===== src/rtl/if_fetch_pkg.sv =====
// Shared types and constants for the instruction-fetch stage.
package if_fetch_pkg;

  localparam int ADDR_W           = 32;
  localparam int INSTR_W          = 32;
  localparam int INSTR_SIZE_BYTES = 4;
  localparam logic [INSTR_W-1:0] INSTR_BUBBLE = '0;

  typedef struct packed {
    logic [ADDR_W-1:0]  pc;
    logic [INSTR_W-1:0] instr;
  } fetch_entry_t;

  function automatic logic [ADDR_W-1:0] align_pc(input logic [ADDR_W-1:0] addr);
    return {addr[ADDR_W-1:2], 2'b00};
  endfunction

endpackage


===== src/rtl/fetch_fifo.sv =====
// Small synchronous prefetch FIFO with combinational head and synchronous flush.
module fetch_fifo #(
  parameter int WIDTH = 64,
  parameter int DEPTH = 2
) (
  input  logic                     clk,
  input  logic                     areset,
  input  logic                     push,
  input  logic [WIDTH-1:0]         wdata,
  input  logic                     pop,
  input  logic                     flush,
  output logic [$clog2(DEPTH):0]   count,
  output logic                     full,
  output logic                     empty,
  output logic [WIDTH-1:0]         head
);

  localparam int PTR_W = $clog2(DEPTH);
  localparam int CNT_W = PTR_W + 1;

  logic [WIDTH-1:0] mem [DEPTH];
  logic [PTR_W-1:0] rd_ptr;
  logic [PTR_W-1:0] wr_ptr;
  logic             do_push;
  logic             do_pop;

  assign full    = (count == CNT_W'(DEPTH));
  assign empty   = (count == '0);
  assign do_pop  = pop && !empty;
  assign do_push = push && (!full || do_pop);
  assign head    = mem[rd_ptr];

  always_ff @(posedge clk or posedge areset) begin
    if (areset) begin
      rd_ptr <= '0;
      wr_ptr <= '0;
      count  <= '0;
    end else if (flush) begin
      rd_ptr <= '0;
      wr_ptr <= '0;
      count  <= '0;
    end else begin
      if (do_push) wr_ptr <= wr_ptr + 1'b1;
      if (do_pop)  rd_ptr <= rd_ptr + 1'b1;
      count <= count + CNT_W'(do_push) - CNT_W'(do_pop);
    end
  end

  // Storage needs no reset; occupancy is tracked by count alone.
  always_ff @(posedge clk) begin
    if (do_push && !flush) mem[wr_ptr] <= wdata;
  end

endmodule


===== src/rtl/if_fetch.sv =====
// Instruction-fetch stage: in-order imem requests, prefetch FIFO, and
// wrong-path response dropping after redirect or clr.
module if_fetch
  import if_fetch_pkg::*;
#(
  parameter logic [ADDR_W-1:0] RESET_PC   = '0,
  parameter int                FIFO_DEPTH = 2
) (
  input  logic               clk,
  input  logic               areset,
  input  logic               clr,
  input  logic               stall,
  input  logic               i_redirect_en,
  input  logic [ADDR_W-1:0]  i_redirect_pc,
  output logic               o_imem_req,
  output logic [ADDR_W-1:0]  o_imem_addr,
  input  logic               i_imem_gnt,
  input  logic               i_imem_rvalid,
  input  logic [INSTR_W-1:0] i_imem_rdata,
  output logic [ADDR_W-1:0]  o_pc,
  output logic [INSTR_W-1:0] o_instr,
  output logic               o_valid
);

  localparam int CNT_W = $clog2(FIFO_DEPTH) + 1;

  logic [ADDR_W-1:0] fetch_pc;
  logic [ADDR_W-1:0] resp_pc;
  logic [CNT_W-1:0]  outstanding;
  logic [CNT_W-1:0]  drop_cnt;
  logic [CNT_W-1:0]  fifo_count;
  logic [CNT_W:0]    in_use;
  logic              fifo_full;
  logic              fifo_empty;
  logic              fifo_push;
  logic              fifo_pop;
  logic              fire;
  logic              flush;
  logic [ADDR_W-1:0] flush_pc;
  fetch_entry_t      push_entry;
  fetch_entry_t      head;

  assign flush    = clr || i_redirect_en;
  assign flush_pc = clr ? RESET_PC : align_pc(i_redirect_pc);
  assign in_use   = {1'b0, outstanding} + {1'b0, fifo_count};

  // Handshake: a request transfers on any cycle with o_imem_req && i_imem_gnt;
  // the address is held while req waits, and req drops only on clr/redirect.
  // Responses return in order, one per i_imem_rvalid, with no back-pressure,
  // which is why requests are credited against free FIFO entries.
  assign o_imem_req  = !areset && !flush && !fifo_full &&
                       (in_use < (CNT_W+1)'(FIFO_DEPTH));
  assign o_imem_addr = fetch_pc;
  assign fire        = o_imem_req && i_imem_gnt;

  assign fifo_push        = i_imem_rvalid && !flush && (drop_cnt == '0);
  assign push_entry.pc    = resp_pc;
  assign push_entry.instr = i_imem_rdata;

  assign o_valid  = !fifo_empty && !flush;
  assign fifo_pop = o_valid && !stall;
  assign o_pc     = o_valid ? head.pc    : '0;
  assign o_instr  = o_valid ? head.instr : INSTR_BUBBLE;

  always_ff @(posedge clk or posedge areset) begin
    if (areset) begin
      fetch_pc    <= RESET_PC;
      resp_pc     <= RESET_PC;
      outstanding <= '0;
      drop_cnt    <= '0;
    end else begin
      outstanding <= outstanding + CNT_W'(fire) - CNT_W'(i_imem_rvalid);
      if (flush) begin
        fetch_pc <= flush_pc;
        resp_pc  <= flush_pc;
        // Everything still in flight after this cycle belongs to the old path.
        drop_cnt <= outstanding - CNT_W'(i_imem_rvalid);
      end else begin
        if (fire) fetch_pc <= fetch_pc + ADDR_W'(INSTR_SIZE_BYTES);
        if (i_imem_rvalid) begin
          if (drop_cnt != '0) drop_cnt <= drop_cnt - 1'b1;
          else                resp_pc  <= resp_pc + ADDR_W'(INSTR_SIZE_BYTES);
        end
      end
    end
  end

  fetch_fifo #(
    .WIDTH($bits(fetch_entry_t)),
    .DEPTH(FIFO_DEPTH)
  ) u_fifo (
    .clk   (clk),
    .areset(areset),
    .push  (fifo_push),
    .wdata (push_entry),
    .pop   (fifo_pop),
    .flush (flush),
    .count (fifo_count),
    .full  (fifo_full),
    .empty (fifo_empty),
    .head  (head)
  );

endmodule


===== config.mk =====
export PLATFORM = sky130hd
export DESIGN_NAME = if_fetch
export DESIGN_NICKNAME = d
export VERILOG_FILES = /design/src/rtl/if_fetch_pkg.sv /design/src/rtl/fetch_fifo.sv /design/src/rtl/if_fetch.sv
export SDC_FILE = /design/constraint.sdc
export NUM_CORES = 1
export LEC_CHECK = 0
export CAP_MARGIN = 20
export CORE_AREA = 2 2 146 148
export CTS_BUF_LIST = sky130_fd_sc_hd__clkbuf_2 sky130_fd_sc_hd__clkbuf_4 sky130_fd_sc_hd__clkbuf_8
export CTS_CLUSTER_DIAMETER = 100
export CTS_CLUSTER_SIZE = 10
export DETAILED_ROUTE_END_ITERATION = 10
export DIE_AREA = 0 0 148 150
export PLACE_DENSITY = 0.81
export SLEW_MARGIN = 20
export SYNTH_ARGS = -nofsm -noshare
export SYNTH_HDL_FRONTEND = slang
export SYNTH_SLANG_ARGS = --single-unit
export TNS_END_PERCENT = 10

===== constraint.sdc =====
create_clock -name clk -period 4.3 [get_ports clk]
set_input_delay 1.29 -clock clk [delete_from_list [all_inputs] [get_ports clk]]
set_output_delay 1.29 -clock clk [all_outputs]
set_load 0.02 [all_outputs]

# == After elaboration in Yosys (flattened, before gate mapping) ==
# Memories as Yosys holds them, arrays and structs flattened.
# Index checks and enable logic that the tools add are counted.
# totals
regBits,72
latchBits,0
ram_bits,128
rom_bits,0
input_bits,71
n_memories,1
# classes
add_sub_neg,11
mul,0
div,0
magnitude_cmp,1
eq_ne,2
n_shift,0
mux,18
n_bitwise,0
reduce_logical,28
# mem_list
memory,depth,width,rd,rd_clocked_by_memory_dff,write_ports,line,text
u_fifo.mem,2,64,1,0,1,fetch_fifo.sv:21,logic [WIDTH-1:0] mem [DEPTH];
# ops
op,count
two-way mux 32 bit,8
adder 32 x 3 -> 32 bit (second input constant),2
nonzero test 2 bit,6
logical AND 1 bit,11
two-way mux 2 bit,4
two-way mux 1 bit,6
subtractor 2 x 1 -> 2 bit,3
zero test 1 bit,5
adder 2 x 1 -> 2 bit,2
zero test 2 bit,2
AND reduction 2 bit,2
adder 2 x 2 -> 3 bit,1
< comparator 3 x 2 -> 1 bit (second input constant),1
adder 1 bit (second input constant),2
equality test 2 bit (second input constant),1
logical OR 1 bit,2
inequality test 2 x 1 -> 1 bit (second input constant),1
subtractor 2 x 1 -> 2 bit (second input constant),1

# == Logic depth before layout (Yosys ltp) ==
# Gate-level depths: netlist of run 1.
# logic_depth
ltp_word,10
ltp_mapped,10
mapped_depth_nobuf,10

# == By module ==
# Synthesis of run 1 repeated with hierarchy kept, for this count alone.
# hier_totals
cells_unflattened,764
area_unflattened_um2,9322.7
# by_module_without_submodules
module,instances,cells_per_inst,area_per_inst_um2
fetch_fifo,1,229,4906.0
if_fetch,1,535,4416.7

# == Least setup slack after synthesis of run 1 ==
# No wires, ideal clock.
# synth_path
path_type,input to register
from,input port clr
to,memory u_fifo.mem[0][0] (enable)
setup_ns,0.491
arrival_time_ns,4.957
setup_slack_ns,-1.147
cell_stages,4
n_path_buf,1
cell_sequence,clkbuf_1 or2_2 a311oi_1 nor2b_1
# synth_between
elab_chain_len,10
# synth_lines
item,line,text
start: declaration,if_fetch.sv:11,"input logic clr,"
logical OR 1 bit (*),if_fetch.sv:43,assign flush = clr || i_redirect_en;
zero test 1 bit (*),"fetch_fifo.sv:51, if_fetch.sv:56, if_fetch.sv:60",
logical AND 1 bit,if_fetch.sv:60,assign o_valid = !fifo_empty && !flush;
logical AND 1 bit,if_fetch.sv:61,assign fifo_pop = o_valid && !stall;
logical AND 1 bit,fetch_fifo.sv:29,assign do_pop = pop && !empty;
logical OR 1 bit,fetch_fifo.sv:30,assign do_push = push && (!full || do_pop);
logical AND 1 bit,fetch_fifo.sv:30,
logical AND 1 bit (*),fetch_fifo.sv:51,if (do_push && !flush) mem[wr_ptr] <= wdata;
two-way mux 1 bit (*),fetch_fifo.sv:51,
two-way mux 1 bit (not written as such) (*),fetch_fifo.sv:51,
end: declaration,fetch_fifo.sv:21,
# Mark *: on every way between the ends. The rest lies on a longest branch, timed or not.

# == Worst setup path after layout of run 1 ==
# layout_path
from,input port i_redirect_en
to,output port o_valid
# layout_between
elab_chain_len,3
# layout_lines
item,line,text
start: declaration,if_fetch.sv:13,"input logic i_redirect_en,"
logical OR 1 bit,if_fetch.sv:43,
zero test 1 bit,if_fetch.sv:60,
logical AND 1 bit,if_fetch.sv:60,
end: declaration,if_fetch.sv:22,output logic o_valid
# Every way passes these cells.

==> qor.yml, run 1 <==
synth-seq-cells: 192
hpwl_mm: 15.5
hold_viol_final: 0
gr-total-overflow: 0
n_fill_cell: 1734
ys_seq_area_share_pct: 61.0
clk_path_buf_depth: 2
syn_area_per_cell_sq_um: 11.8
slew_viol_final: 0
cts_tree: "yes"
regArea_sq_um: 5430
power.leakage_nw: 4.88
root_buffer: "clkbuf_8"
max_freq_mhz: 238
core_area_sq_um: 20700
cts.sink_count: 192
reg2reg_depth: 9
dieArea_sq_um: 22200
syn_area_sq_um: 8890
required_ps: 3010
ir_worst_vdd_mv: 0.182
area_growth_pct: 28.3
antenna_found_initial: 0
rsz0062_at_grt: "false"
grt_pass1_vias: 6401
period_share_pct: 97.7
place_congestion: 0.911
relSlewSlack_pct: 32.4
layout_commonest_cell: "edfxtp_1"
synth-edff-count: 124
cts_hold_buf: 0
synthCells: 755
cts_buffers: 17
antennaDiodeCount: 0
routed_wl_mm: 22.1
finalSetupViolations: 0
vias_per_cell: 5.60
power_density_nw_per_um2: 328
vias: 6758
cts.htree.levels: 4
detail-route-antenna-nets: 0
whs_path_depth: 0
total_power_mw: 3.74
grt_start_max_net_pins: 64
drc: 0
grtUsageTotal_pct: 20.0
fp.dieH_um: 150
ys_types: 62
wire_per_inst_um: 18.3
max_cap_viol_count: 0
firstDrtPassIters: 5
ys.flop_type: "edfxtp_1"
worstMarginPinSlew_ps: 1010
grt_pass1_wl_mm: 34.4
arrival_ps: 2910
insertion_delay_ps: 460
boundaryPins: 169
layout-drive-gt1-share_pct: 7.52
port_buffers: 162
nets: 998
hold_path.class: "flop to flop"
outcome: "finished clean"
start_kind: "input port"
async_reset_ff_share_pct: 35.4
die_width_um: 148
multi_input_area_sq_um: 3210
num_rows: 53
yosys_warnings: 0
final_cell_mix: "124 x edfxtp_1, 100 x clkdlybuf4s50_1, 95 x nor2_1"
start_util_pct: 43.0
period_minus_slack_ps: 4200
finalClockSkew_ps: 11.5
cp_max_fo: 41
finalNonFillerCells: 1206
cts.reportedPaths.clkPinSlew_ps: 90
hold_ws_ps: 520
critPathCaptureType: "output port"
drtIter0Drc: 559
crit_type: "input port to output port"
dp.cells: 1174
[synthesized netlist by cell type, types with 3 or more instances]
cell	n	area, sq um
clkbuf_1	33	124
nor2_1	96	360
ha_1	8	100
mux2i_1	65	651
inv_1	28	105
a31oi_1	4	25.0
dfrtp_1	68	1700
nor4_1	4	25.0
nand4_1	21	131
a2bb2oi_1	3	26.3
o21ai_0	22	110
o21ai_1	3	15.0
nand2b_1	3	18.8
nand3_1	34	170
nor3_1	8	40.0
and2_1	6	37.5
nand2_1	45	169
and3_1	9	56.3
xnor2_1	15	131
edfxtp_1	124	3720
xor2_1	16	140
buf_4	5	37.5
o31a_1	3	26.3
a21oi_1	45	225
nor2b_1	3	18.8
a211oi_1	7	52.6
a311oi_1	4	35.0
o31ai_1	7	52.6
and4_1	6	52.6
o2bb2a_1	5	50.1
o21bai_1	4	30.0
a41o_1	3	30.0
a21boi_0	10	75.1
[state kept, by name, indices dropped and copies added (netlist names)]
| signal | flops |
|---|---|
| u_fifo.mem | 124 |
| o_imem_addr | 30 |
| resp_pc | 30 |
| drop_cnt | 2 |
| outstanding | 2 |
| u_fifo.count | 2 |
| u_fifo.rd_ptr | 1 |
| u_fifo.wr_ptr | 1 |
[cell type report]
class                   instances  area share [%]
multi-input cells             495            28.1
inverters                      28           0.921
well taps                     275            3.02
clock inverters                14            1.35
clock buffers                  18            2.12
repair buffers                184            16.9
flip-flops and latches        192            47.6
[layer usage]
| layer | wire [um] | track usage, % |
|---|---|---|
| met5 | 0 | 0 |
| met4 | 538 | 7.81 |
| met3 | 2030 | 4.12 |
| met2 | 9760 | 30.6 |
| met1 | 9750 | 28.0 |
[power breakdown]
| part | leakage, nW | internal, mW | switching (mW) | total, mW |
|---|---|---|---|---|
| sequential | 2.03 | 2.05 | 0.0770 | 2.13 |
| clock | 0.196 | 0.532 | 0.644 | 1.18 |
| combinational | 2.65 | 0.202 | 0.235 | 0.437 |
[stage by stage]
step           TNS, ps  utilization, %  setup slack (ps)  instance area (sq um)
2_1_floorplan        0               -              31.9                   8900
3_3_place_gp     -6730            52.8              -172                  10900
3_5_place_dp     -9360            52.8              -265                  10900
4_1_cts              0            54.6              1.39                  11300
5_1_grt              0            55.1              35.8                  11400
6_report             0            55.1              98.8                  11400
[worst max-delay path: stages]
cell and delay, ps:
clkdlybuf4s50_1 460, nor2_4 180, o21ai_4 120, buf_12 190
inv_1 60, clkdlybuf4s50_1 590
[worst paths after layout]
path / start / end / slack [ps]
setup / recovery: i_redirect_en / o_valid / 100
hold / removal: resp_pc[31] / u_fifo.mem[0][63] / 520
setup reg to reg: u_fifo.count[0] / o_imem_addr[15] / 1640
hold reg to reg: resp_pc[31] / u_fifo.mem[0][63] / 520
max in group asynchronous: areset / resp_pc[27] / 2260
min in group asynchronous: areset / o_imem_addr[5] / 1300
[logic make-up (layout without fill, tap and decap cells)]
group                    after synthesis  count (layout)  share of synthesized area, %
AND/OR/NAND/NOR                      251             251                          13.8
flip-flops                           192             192                          61.0
AO/OA/AOI/OAI                        135             135                          10.0
buffers and inverters                 71             244                          3.32
multiplexers                          65              65                          7.32
XOR/XNOR                              31              31                          3.06
adder cells (fa/ha/maj)                9               9                          1.35
other                                  1               4                        0.0422
[repair_timing]
item / CTS / global route
pin swaps: 0 / 0
buffers inserted: 0 / 0
gates resized for setup: 20 / 44
endpoints found under the setup margin: 64 / 44
gates cloned: 0 / 0
Note: power is estimated with default switching activity, not from simulation.
==> run 2, diff against run 1 <==
Settings changed: CORE_AREA 2 2 146 148 to 2 2 142 144, DIE_AREA 0 0 148 150 to 0 0 144 146, PLACE_DENSITY 0.81 to 0.84, SKIP_CTS_REPAIR_TIMING from default to 1.
==> qor.yml, run 2 (synthesis gave the netlist of run 1 again) <==
cp_slowest_cell: "clkdlybuf4s50_1"
vias_per_cell: 5.51
crit_path_frequent_cell: "clkdlybuf4s50_1"
rsz0062_at_grt: "false"
cts_tree: "yes"
nets: 997
startpoint: "i_redirect_en"
finalSetupViolations: 0
cpPeakStageDelay_ps: 650
drc: 0
clock_power_share_pct: 33.1
gr-total-overflow: 0
drtIter0Drc: 544
layout-drive-gt1-share_pct: 7.10
port_buffers: 162
grt_pass1_wl_mm: 33.9
swShare_pct: 24.5
worstMarginPinSlew_ps: 1040
met3_usage_pct: 4.44
grt_start_max_net_pins: 69
cts_buffers: 17
critPathCaptureType: "output port"
cp_max_fo: 4
grtUsageTotal_pct: 20.7
firstDrtPassIters: 5
combPwrFrac_pct: 11.4
switching_power_mw: 0.940
place_congestion: 0.925
area_growth_pct: 29.8
fin_ws_ps: 116
cts.htree.levels: 4
num_rows: 51
gr-max-usage-layer: "met2"
slew_viol_final: 0
grt_use_met2_pct: 32.3
dpl_cell_area_sq_um: 10900
hold_viol_final: 0
dieArea_sq_um: 21000
power_density_nw_per_um2: 332
ir_worst_vdd_mv: 0.193
power.leakage_nw: 5.15
routed_wl_mm: 22.0
cts.reportedPaths.clkPinSlew_ps: 100
outcome: "finished clean"
core_area_sq_um: 19300
n_fill_cell: 1518
dp_slack_ps: -132
detail-route-antenna-nets: 0
start_util_pct: 46.0
hold_path.class: "flop to flop"
met1_usage_pct: 29.3
grt_pass1_vias: 6376
seqPwrFrac_pct: 55.5
antenna_found_initial: 0
insertion_delay_ps: 460
hold_start: "resp_pc[31]"
fin_area_sq_um: 11500
wire_per_inst_um: 18.4
largest-register: "u_fifo.mem"
finalClockSkew_ps: 15.8
largest_register_ffs: 124
clk_path_buf_depth: 2
boundaryPins: 169
max_freq_mhz: 239
antennaDiodeCount: 0
hpwl_mm: 15.1
final_cell_mix: "124 x edfxtp_1, 100 x clkdlybuf4s50_1, 95 x nor2_1"
vias: 6590
crit_type: "input port to output port"
fp.dieH_um: 146
start_kind: "input port"
required_ps: 3010
root_buffer: "clkbuf_8"
period_minus_slack_ps: 4180
arrival_ps: 2890
p_int_mw: 2.89
crit_chain: "clkdlybuf4s50_1, nor2_2, buf_12, o21ai_4, nor2_1, clkdlybuf4s50_1"
period_share_pct: 97.3
rr_startpoint: "u_fifo.count[0]"
max_cap_viol_count: 0
layout_commonest_cell: "edfxtp_1"
cts.sink_count: 192
die_width_um: 144
relSlewSlack_pct: 30.1
[run 2: changes by cell type in the layout (fill, tap and decap cells not counted), moves of 2 or more]
cell	previous run	this run
dlygate4sd2_1	18	0
dlymetal6s2s_1	44	62
buf_4	18	13
buf_12	4	8
bufinv_16	2	4
clkinv_1	0	2
inv_6	4	2
[run 2: power groups by stage]
stage               Combinational, mW  Clock [mW]  Sequential [mW]
finish                          0.436        1.27             2.13
global route                    0.476        1.36             2.14
CTS                             0.437        1.30             2.13
detailed placement              0.434           0             2.17
global placement                0.421           0             2.16
floorplan                       0.232           0             2.16
[run 2: cell type report]
cell class	instances	area, sq um	share of cell area [%]
clock buffer	18	241	2.09
clock inverter	14	190	1.65
inverter	28	105	0.911
multi-input combinational	495	3200	27.8
sequential	192	5430	47.1
tap	265	332	2.88
timing repair buffer	183	2030	17.6
[run 2: critical path, delay by kind of cell]
kind	cells	cell delay, ps
buffers and inverters	3	1210
and+or+nand+nor	2	290
AOI/OAI and AO/OA	1	100
[run 2: per-stage QoR]
step                TNS, ps  hold WS [ps]  util, %  power (mW)  cells
finish                    0           523     59.6        3.83   1195
global route              0           549     59.6        3.98   1195
CTS                   -4620           524     58.8        3.86   1195
detailed placement    -4660           502     56.6        2.60   1163
global placement      -4630           480     56.6        2.58   1163
floorplan                 0           463        -        2.40    758
[run 2: path summary, 6_finish.rpt]
check / to / slack [ps] / cells past startpoint
worst max-delay path: o_pc[10] / 120 / 6
worst min-delay path: u_fifo.mem[0][63] / 520 / 0
worst max register to register: o_imem_addr[9] / 1470 / 8
worst min register to register: u_fifo.mem[0][63] / 520 / 0
max in group asynchronous: u_fifo.rd_ptr / 2130 / 3
min in group asynchronous: o_imem_addr[2] / 1460 / 3
[run 2: layer usage]
metal / up-vias / routed length, um
li1: 3096 / -
met1: 3095 / 9630
met2: 376 / 9980
met3: 23 / 2120
met4: 0 / 260
met5: - / 0
